--- src/rtl/sync_fifo_param.sv ---
// Parametrised single-clock FIFO with registered read data, occupancy count and
// almost-full/almost-empty flags. Sticky overflow/underflow flags need SYNC_FIFO_ERR_FLAGS_EN.
module sync_fifo_param #(
   parameter int DATA_W   = 8,
   parameter int DEPTH    = 8,
   parameter int AF_LEVEL = DEPTH - 2,
   parameter int AE_LEVEL = 2
) (
   input  logic                       clk,
   input  logic                       rst,
   input  logic [DATA_W-1:0]          data_in,
   input  logic                       write_en,
   input  logic                       read_en,
   input  logic                       err_clr,
   output logic [DATA_W-1:0]          data_out,
   output logic                       full,
   output logic                       empty,
   output logic                       almost_full,
   output logic                       almost_empty,
   output logic [$clog2(DEPTH):0]     count,
   output logic                       overflow,
   output logic                       underflow
);

   localparam int ADDR_W = $clog2(DEPTH);
   localparam int CNT_W  = ADDR_W + 1;
   localparam logic [CNT_W-1:0] DEPTH_C = CNT_W'(DEPTH);
   localparam logic [CNT_W-1:0] AF_C    = CNT_W'(AF_LEVEL);
   localparam logic [CNT_W-1:0] AE_C    = CNT_W'(AE_LEVEL);

   logic [DATA_W-1:0] mem_q [DEPTH];
   logic [ADDR_W:0]   wr_ptr_q, wr_ptr_d;
   logic [ADDR_W:0]   rd_ptr_q, rd_ptr_d;
   logic [CNT_W-1:0]  count_q, count_d;
   logic [DATA_W-1:0] data_out_q, data_out_d;
   logic              wr_acc, rd_acc;

   // Flags come from the count register only, so no input reaches them combinationally.
   assign full         = (count_q == DEPTH_C);
   assign empty        = (count_q == '0);
   assign almost_full  = (count_q >= AF_C);
   assign almost_empty = (count_q <= AE_C);
   assign count        = count_q;
   assign data_out     = data_out_q;

   assign rd_acc = read_en & ~empty;
   assign wr_acc = write_en & (~full | rd_acc);

   always_comb begin
      wr_ptr_d   = wr_ptr_q;
      rd_ptr_d   = rd_ptr_q;
      count_d    = count_q;
      data_out_d = data_out_q;
      if (wr_acc) wr_ptr_d = wr_ptr_q + 1'b1;
      if (rd_acc) begin
         rd_ptr_d   = rd_ptr_q + 1'b1;
         data_out_d = mem_q[rd_ptr_q[ADDR_W-1:0]];
      end
      case ({wr_acc, rd_acc})
         2'b10:   count_d = count_q + 1'b1;
         2'b01:   count_d = count_q - 1'b1;
         default: count_d = count_q;
      endcase
   end

   always_ff @(posedge clk or posedge rst) begin
      if (rst) begin
         wr_ptr_q   <= '0;
         rd_ptr_q   <= '0;
         count_q    <= '0;
         data_out_q <= '0;
      end else begin
         wr_ptr_q   <= wr_ptr_d;
         rd_ptr_q   <= rd_ptr_d;
         count_q    <= count_d;
         data_out_q <= data_out_d;
      end
   end

   // Storage is deliberately not reset; when full, a simultaneous read sees the old word.
   always_ff @(posedge clk) begin
      if (wr_acc) mem_q[wr_ptr_q[ADDR_W-1:0]] <= data_in;
   end

`ifdef SYNC_FIFO_ERR_FLAGS_EN
   logic ovf_q, ovf_d;
   logic unf_q, unf_d;

   // A new error wins over a clear in the same cycle.
   always_comb begin
      ovf_d = ovf_q;
      unf_d = unf_q;
      if (err_clr) begin
         ovf_d = 1'b0;
         unf_d = 1'b0;
      end
      if (write_en & full & ~rd_acc) ovf_d = 1'b1;
      if (read_en & empty)           unf_d = 1'b1;
   end

   always_ff @(posedge clk or posedge rst) begin
      if (rst) begin
         ovf_q <= 1'b0;
         unf_q <= 1'b0;
      end else begin
         ovf_q <= ovf_d;
         unf_q <= unf_d;
      end
   end

   assign overflow  = ovf_q;
   assign underflow = unf_q;
`else
   logic unused_err_clr;
   assign unused_err_clr = err_clr;
   assign overflow       = 1'b0;
   assign underflow      = 1'b0;
`endif

endmodule

--- config.mk ---
export PLATFORM = sky130hd
export DESIGN_NAME = sync_fifo_param
export DESIGN_NICKNAME = d
export VERILOG_FILES = /design/src/rtl/sync_fifo_param.sv
export SDC_FILE = /design/constraint.sdc
export NUM_CORES = 1
export LEC_CHECK = 0
export CORE_UTILIZATION = 45
export DETAILED_ROUTE_END_ITERATION = 10
export MAX_ROUTING_LAYER = met4
export PLACE_DENSITY = 0.65
export SLEW_MARGIN = 30
export SYNTH_ARGS = -nofsm -noshare
export SYNTH_HDL_FRONTEND = slang
export SYNTH_SLANG_ARGS = --single-unit
--- constraint.sdc ---
create_clock -name clk -period 5.85 [get_ports clk]
set_input_delay 1.17 -clock clk [delete_from_list [all_inputs] [get_ports clk]]
set_output_delay 1.17 -clock clk [all_outputs]
set_load 0.005 [all_outputs]
; ---- Yosys cells after proc, flatten, opt, wreduce, memory -nomap -nowiden
; Memory sizes are Yosys's and may differ from the RTL's. A register that Yosys moved wholly into a read port is not among the register bits.
; Index checks and enable logic that the tools add are counted.
[word_totals]
regBits = 12
ram_bits = 64
input_bits = 13
out_inout_bits = 18
elab_cells = 23
mem_count = 1
[op_classes]
n_addsub = 4
n_lt_le_gt_ge = 2
n_eq_ne = 3
mux = 3
n_bitwise = 5
reduce_logical = 2
[memory_table]
columns = name, depth, word_bits, rd, rd_clocked_by_memory_dff, wr, line_no
row1 = mem_q, 8, 8, 1, 1, 1, 31  ; logic [DATA_W-1:0] mem_q [DEPTH];
[ops]
columns = operator, n
row1 = "4-bit by 1-bit adder with 4-bit output, second input constant", 3
row2 = 4-bit one-hot mux with 2 select lines, 1
row3 = "4-bit == test, second input constant", 1
row4 = "4-bit by 3-bit greater-or-equal comparator with 1-bit output, second input constant", 1
row5 = "4-bit by 2-bit <= comparator with 1-bit output, second input constant", 1
row6 = 4-bit logical NOT, 1
row7 = "4-bit by 1-bit subtractor with 4-bit output, second input constant", 1
row8 = 1-bit AND, 2
row9 = "2-bit by 1-bit == test with 1-bit output, second input constant", 1
row10 = "2-bit == test, second input constant", 1
row11 = 1-bit 2-to-1 mux, 2
row12 = 1-bit NOT, 2
row13 = 2-bit nonzero test, 1
row14 = 1-bit bitwise OR, 1

; ---- Logic depth before layout (Yosys ltp)
; Gate-level depths: netlist of run 1.
[depth]
word_depth = 7
mapped_depth = 10
mapped_depth_nobuf = 8

; ---- Worst setup path after synthesis of run 1
; Ideal clock, no wire load.
[synth_path]
kind = input to register
start = input port read_en
end = register count_q[3] (netlist: count[3])
setup_ns = 0.119
arrival_time_ns = 2.878
required_ns = 5.731
slack_ns = 2.853
path_stages = 9
path_buffers = 1
cell_sequence = o41ai_2 > buf_2 > or2_2 > inv_2 > ha_1 > a21o_1 > a2111oi_0 > a21oi_1 > o21a_1
[synth_via]
elab_chain_len = 5
word_cells_on_any_way = 7
cone_classes = 2 x eq/ne / 1 x mux / 3 x bitwise / 1 x reduce/logical
[synth_rtl]
columns = element, line_no
row1 = "start, declared", 13  ; input logic read_en,
row2 = 1-bit AND (*), 46  ; assign rd_acc = read_en & ~empty;
row3 = 1-bit bitwise OR, 47  ; assign wr_acc = write_en & (~full | rd_acc);
row4 = 1-bit AND, 47
row5 = 2-bit by 1-bit == test with 1-bit output / 2-bit == test (equally long branches), 59  ; case ({wr_acc, rd_acc})
row6 = 4-bit one-hot mux with 2 select lines / 2-bit nonzero test (equally long branches), --
row7 = "end signal, assigned", 75  ; count_q <= count_d;
row8 = "end, declared", 34  ; logic [CNT_W-1:0] count_q, count_d;
; Mark *: on every way between the ends. The rest lies on a longest branch, timed or not.
; A chain may end at the register's enable or synchronous reset.

; ---- Worst setup path in the final report of run 1
; Ends and elaborated chain as after synthesis.

==> results of run 1 <==
-- placed cells by master (no fill, tap or decap), types with 4 or more instances in the layout --
cell             netlist  final
o22ai_1                8      8
mux2i_1               17     17
mux2_2                16     16
dfrtp_1               18     18
nor2_1                 6      6
ha_1                   4      4
clkdlybuf4s50_1        0     27
clkbuf_8               0      9
nand2_1               18     18
o21ai_1                8      8
inv_1                  6      6
a221o_1                8      8
edfxtp_1              64     64
xnor2_1                5      5
buf_4                  3      8
-- metal layers --
| layer | global-route usage [%] | vias up |
|---|---|---|
| li1 | - | 912 |
| met1 | 22.2 | 904 |
| met2 | 23.1 | 33 |
| met3 | 4.06 | 8 |
| met4 | 6.97 | 0 |
| met5 | - | - |
-- stage by stage --
stage	utilization (%)	area (sq um)	power, mW
CTS	55.6	4070	1.99
floorplan	-	3470	1.32
global placement	52.5	3850	1.53
detailed placement	52.6	3860	1.55
global route	55.7	4080	2.10
finish	55.7	4080	1.97
-- power by group through the flow --
stage,Sequential (mW),Combinational [mW],Clock [mW]
final,0.863,0.669,0.440
after floorplan,0.839,0.477,0
after detailed placement,0.874,0.675,0
after global routing,0.880,0.737,0.480
after global placement,0.868,0.664,0
after CTS,0.862,0.678,0.455
-- kinds of logic (layout without fill, tap and decap cells) --
| group | after synthesis | count (layout) | share of synthesized area [%] |
|---|---|---|---|
| compound gates | 36 | 36 | 8.27 |
| xor+xnor | 7 | 7 | 1.77 |
| fa+ha+maj | 5 | 5 | 2.02 |
| buf+inv | 21 | 58 | 3.21 |
| flops | 82 | 82 | 68.4 |
| mux | 35 | 35 | 10.9 |
| other cells | 1 | 2 | 0.108 |
| simple gates | 37 | 37 | 5.31 |
-- final cells by class --
class	count	share of cell area [%]
Clock buffer	10	3.13
Clock inverter	6	2.21
Sequential cell	82	58.1
Multi-Input combinational cell	122	24.8
Timing Repair Buffer	35	8.09
Tap cell	99	3.03
Inverter	7	0.644
-- worst register-to-register path, cell delays in order, from the launching register on --
cell and delay (ps):
dfrtp_1 500, o41ai_4 610, or2_2 230, inv_2 40
ha_1 280, a21o_1 180, a2111oi_0 550, a21oi_1 80
o21a_1 190
-- state kept, by name (all words and copies together), names as in the netlist --
| name | flops |
|---|---|
| mem_q | 64 |
| data_out | 8 |
| wr_ptr_q | 3 |
| rd_ptr_q | 3 |
| count | 4 |
-- final timing paths --
path                                    startpoint  cells past startpoint                 endpoint
max reg2reg                   count[1]$_DFFE_PP0P_                      8     count[3]$_DFFE_PP0P_
max in group asynchronous                      rst                      2  wr_ptr_q[0]$_DFFE_PP0P_
max                                        read_en                      9     count[3]$_DFFE_PP0P_
min in group asynchronous                      rst                      2  data_out[3]$_DFFE_PP0N_
min                        data_out[0]$_DFFE_PP0N_                      2  data_out[0]$_DFFE_PP0N_
min reg2reg                data_out[0]$_DFFE_PP0N_                      2  data_out[0]$_DFFE_PP0N_
==> metrics.md, run 1 <==
| Metric | Value |
|---|---|
| Most used DFF post-synth | edfxtp_1 |
| Most frequent cells after synthesis | edfxtp_1 (64), dfrtp_1 (18), nand2_1 (18), mux2i_1 (17), mux2_2 (16) |
| Yosys cell types | 43 |
| Worst-Margin Slew | 788 ps |
| Seq pwr share | 43.8% |
| Fillers | 598 |
| Total Wirelength | slightly below 6 mm |
| CTS Hold Bufs | 0 |
| Dpl ws | just over 2000 ps |
| Gr usage total | 16.2% |
| Register area share after synthesis | between 60% and 70% |
| Met3 wire length | 184 um |
| H-tree Lvls | 3 |
| Psw | 0.615 mW |
| CP delay by family, top | compound AO/OA/AOI/OAI gates |
| Drt first-iter violations | a little under 80 |
| DRC | 0 |
| Nets@finish | 275 |
| CTS tree | yes |
| DP HPWL | 3.83 mm |
| Max frequency | 292 MHz |
| Net Sw Frac | a little under a third |
| YS warnings | 0 |
| FF+latch area | between 0.002 and 0.0025 sq mm |
| Final hold vios | 0 |
| WP data required | between 6000 and 7000 ps |
| Multi-input logic area | 0.00101 sq mm |
| Startpoint types | primary input |
| P_leak | around 1.5 nW |
| Crit-path max cell delay | around 650 ps |
| WS Path Type | primary input to register |
| Post-synth EDFFs | 64 |
| Yosys top cell area share | between 50% and 60% |
| Crit-path max FO | 9 |
| Met1 WL | about 2.9 mm |
| CP arrival | around 3700 ps |
| Global-route wire length before repair | about 9.4 mm |
| Met2 wire len | between 2 and 3 mm |
| Nature of the critical path endpoint | register |
| Slew headroom | about 47% |
| Remaining Overflow, GRT | 0 |
| Pre-Repair DR Iteration Count | 4 |
| Final instance count without filler cells | 361 |
| Worst path slowest cell | clkdlybuf4s50_1 |
| Vias per cell | ~5.1 |
| Clock tree buffer depth | 2 |
| Largest net degree at the start of global routing | 35 |
| Setup Skew | just over 10 ps |
| R2R Setup Slk | 3090 ps |
| Tcrit/Tclk final | between 50 and 60% |
| Cell breakdown of the critical path | clkdlybuf4s50_1, o41ai_4, or2_2, inv_2, ha_1, a21o_1, a2111oi_0, a21oi_1, o21a_1 |
| ANT nets after route | 0 |
| Ys async rst share | 22.0% |
| Synth area leaders | edfxtp_1 (55%), dfrtp_1 (13%), mux2_2 (5.2%) |
| # port buffers | 27 |
| Worst Hold Class | register to register |
| PwrDens | 483 mW/mm^2 |
| Most frequent cell after synthesis | edfxtp_1 |
| Clk network pwr share | around 22% |
| WP buf/inv | 2 |
| # clock sinks | between 80 and 90 |
| Top Ports | 31 |
| Pint | ~1.4 mW |
| Area leader, netlist | edfxtp_1 |
| Syn Area/Cell | 15.5 sq um |
| TNS Setup | 0 ps |
| Die height | between 80 and 90 um |
| Worst setup margin | about 2400 ps |
| Tmin final | 3420 ps |
| Status | finished, final reports clean |
| Maxcap violations | 0 |
| # diodes | 0 |
| RSZ-0062 raised after global routing | false |
| Fin. max-slew vios | 0 |
| Die area | between 0.008 and 0.009 sq mm |
| Cts repair resizes | 0 |
| P&R area growth vs syn | 17.8% |
| Placed Cells | 345 |
| Die Span X | between 80 and 90 um |
| Postcts setup bufs | 0 |
| Final-report setup violation count | 0 |
| Vias in the first global route | between 1.5k and 2k |
| Post-synthesis cell count | ~220 |
| CTS Buf Count | 9 |
| Synth Register Bits | 82 |
| WL per Instance | approximately 16 um |
| CTS clk-pin slew, worst paths | ~80 ps |
| Placer Congestion | approximately 0.7 |
| Combinational power share | between 30 and 40% |
| Max layer used | met4 |
| Core area | between 0.007 and 0.008 sq mm |
| Rows | 31 |
| Final hold slack | around 480 ps |
| Layout cells sized above 1 | a little under a fifth |
| Initial Utilization | 47.3% |
| Netlist Area Pre-Place | 0.00347 sq mm |
| Maximum VDD drop | 186 uV |
| Via count | ~1.9k |
| Clk Latency, worst-skew pair | 350 ps |
| Initial antenna violation count | 0 |
| Clock Root Buffer | clkbuf_8 |
Power figures use the tool's default switching activity.
==> run 2: changes to the inputs <==
PLACE_DENSITY = 0.67   (was 0.65)
clock period = 2.94 ns   (was 5.85 ns; I/O delays follow)
==> metrics.md, run 2 (synthesized netlist as in run 1, its figures left out) <==
| Metric | Value |
|---|---|
| Status | finished, final reports clean |
| Nets@finish | 279 (+1.5%) |
| TNS Setup | 0 ps (unchanged) |
| Most frequent cells in the layout | edfxtp_1 (64), clkdlybuf4s50_1 (27), nand2_1 (18), dfrtp_1 (18), mux2i_1 (17) |
| Combinational power share | 34.9% (+1.0 points) |
| Net Sw Frac | 32.6% (+1.4 points) |
| Worst Hold Class | register to register |
| Largest net degree at the start of global routing | 35 (unchanged) |
| Total Wirelength | 6.23 mm (+6.2%) |
| Core area | 0.00733 sq mm (unchanged) |
| CP arrival | 2000 ps (-1660 ps) |
| Pint | 2.62 mW (+93%) |
| Max frequency | roughly 390 MHz |
| Rows | 31 (unchanged) |
| Final hold vios | 0 (unchanged) |
| Most common cell after layout, fill and taps aside | edfxtp_1 |
| CTS Buf Count | 9 (unchanged) |
| CTS tree | yes |
| WP data required | 2350 ps (-3740 ps) |
| Die height | 89.8 um (unchanged) |
| WL per Instance | 17.1 um (+5.0%) |
| Gr usage total | 17.3% (+1.0 points) |
| # clock sinks | 82 (unchanged) |
| Maximum VDD drop | 305 uV (+64%) |
| Setup Skew | 7.54 ps (-2.74 ps) |
| Worst flop-to-flop path startpoint | count[1]$_DFFE_PP0P_ |
| Final Util | 55.7% (about the same) |
| Clk network pwr share | 21.0% (-1.3 points) |
| Vias per cell | 5.25 (+2.0%) |
| Tcrit/Tclk final | approximately nine tenths |
| RSZ-0062 raised after global routing | false |
| Largest register FFs | 64 (unchanged) |
| WS Path Type | register to output port |
| Placer Congestion | 0.737 (+4.8%) |
| P&R area growth vs syn | 17.9% (about the same) |
| Vias in the first global route | 1920 (+7.0%) |
| Top Ports | 31 (unchanged) |
| Critical Path Start | count[1]$_DFFE_PP0P_ |
| Final hold slack | 490 ps (+6.99 ps) |
| Layout cells sized above 1 | 19.5% (+1.2 points) |
| Crit-path max FO | 8 (-1) |
| Fin. max-slew vios | 0 (unchanged) |
| Clock Root Buffer | clkbuf_8 |
| Post-route cell area | 0.00409 sq mm (about the same) |
| P_leak | 1.50 nW (+0.16%) |
| ANT nets after route | 0 (unchanged) |
| Initial Utilization | 47.3% (unchanged) |
| Dpl ws | -11.0 ps (-2040 ps) |
| Worst-Margin Slew | 699 ps (-88.6 ps) |
| # port buffers | 27 (unchanged) |
| Slew headroom | 53.3% (+6.0 points) |
| Psw | 1.27 mW (+110%) |
| # diodes | 0 (unchanged) |
| H-tree Lvls | 3 (unchanged) |
| Placed Area | 0.00389 sq mm (+0.78%) |
| WHS Path Cells | 2 (unchanged) |
| Drt first-iter violations | 47 (-41%) |
| PwrDens | 952 mW/mm^2 (+97%) |
| DRC | 0 (unchanged) |
| Final-report setup violation count | 0 (unchanged) |
| CTS Hold Bufs | 0 (unchanged) |
| Cts repair resizes | 0 (unchanged) |
| CTS clk-pin slew, worst paths | 80 ps (about the same) |
| FF-to-FF End | count[3]$_DFFE_PP0P_ |
| Tmin final | roughly 2600 ps |
| DP HPWL | 3.97 mm (+3.7%) |
| Worst setup margin | 347 ps (-2080 ps) |
| Die area | 0.00806 sq mm (unchanged) |
| Clock tree buffer depth | 2 (unchanged) |
| Die Span X | 89.8 um (unchanged) |
| Seq pwr share | 44.1% (+0.3 points) |
| Maxcap violations | 0 (unchanged) |
| Postcts setup bufs | 0 (unchanged) |
| Hold Crit Start | data_out[6]$_DFFE_PP0N_ |
| Nature of the critical path endpoint | output port |
| Pre-Repair DR Iteration Count | 5 (+1) |
| Global-route wire length before repair | 9.91 mm (+5.7%) |
| Remaining Overflow, GRT | 0 (unchanged) |
| Initial antenna violation count | 0 (unchanged) |
| Hold endpoint | data_out[6]$_DFFE_PP0N_ |
| R2R depth | 8 (unchanged) |
| R2R Setup Slk | 480 ps (-2610 ps) |
| Clk Latency, worst-skew pair | 360 ps (about the same) |
| Via count | 1915 (+3.1%) |
| Startpoint types | register |
==> run 2: how the worst max path moves through the flow <==
stage	slack, ps	end	cells past startpoint
after floorplan	380	count[3]$_DFFE_PP0P_	10
after global routing	230	count[3]$_DFFE_PP0P_	9
final	350	full	3
after detailed placement	-10	count[3]$_DFFE_PP0P_	9
after CTS	320	full	3
after global placement	70	count[3]$_DFFE_PP0P_	9
==> run 2: layout make-up <==
type                            instances  area [sq um]
Inverter                                7          26.3
Timing Repair Buffer                   39           360
Sequential cell                        82          2370
Tap cell                               99           124
Clock inverter                          7          75.1
Fill cell                             605          3250
Multi-Input combinational cell        122          1000
Clock buffer                            9           124
==> run 2: worst max-delay path: stages, from the launching register on <==
cell and delay (ps):
dfrtp_1 490, or4b_4 610, inv_1 70, clkdlybuf4s50_1 490
==> run 2: metal layers <==
metal | up-vias | global-route usage (%) | wire (um)
met1 | 940 | 20.1 | 2710
met2 | 43 | 27.6 | 3140
met5 | - | - | 0
li1 | 920 | - | -
met4 | 0 | 8.33 | 127
met3 | 12 | 4.91 | 251
==> run 2: power by group through the flow <==
stage	logic (mW)	clock network (mW)	registers (mW)
floorplan	0.950	0	1.67
finish	1.36	0.815	1.72
global placement	1.34	0	1.73
global route	1.49	0.882	1.76
detailed placement	1.38	0	1.75
CTS	1.38	0.835	1.72
==> run 2: stage by stage <==
step                power (mW)  std cells
floorplan                 2.62        225
global placement          3.08        349
detailed placement        3.12        349
CTS                       3.93        365
global route              4.13        365
finish                    3.89        365
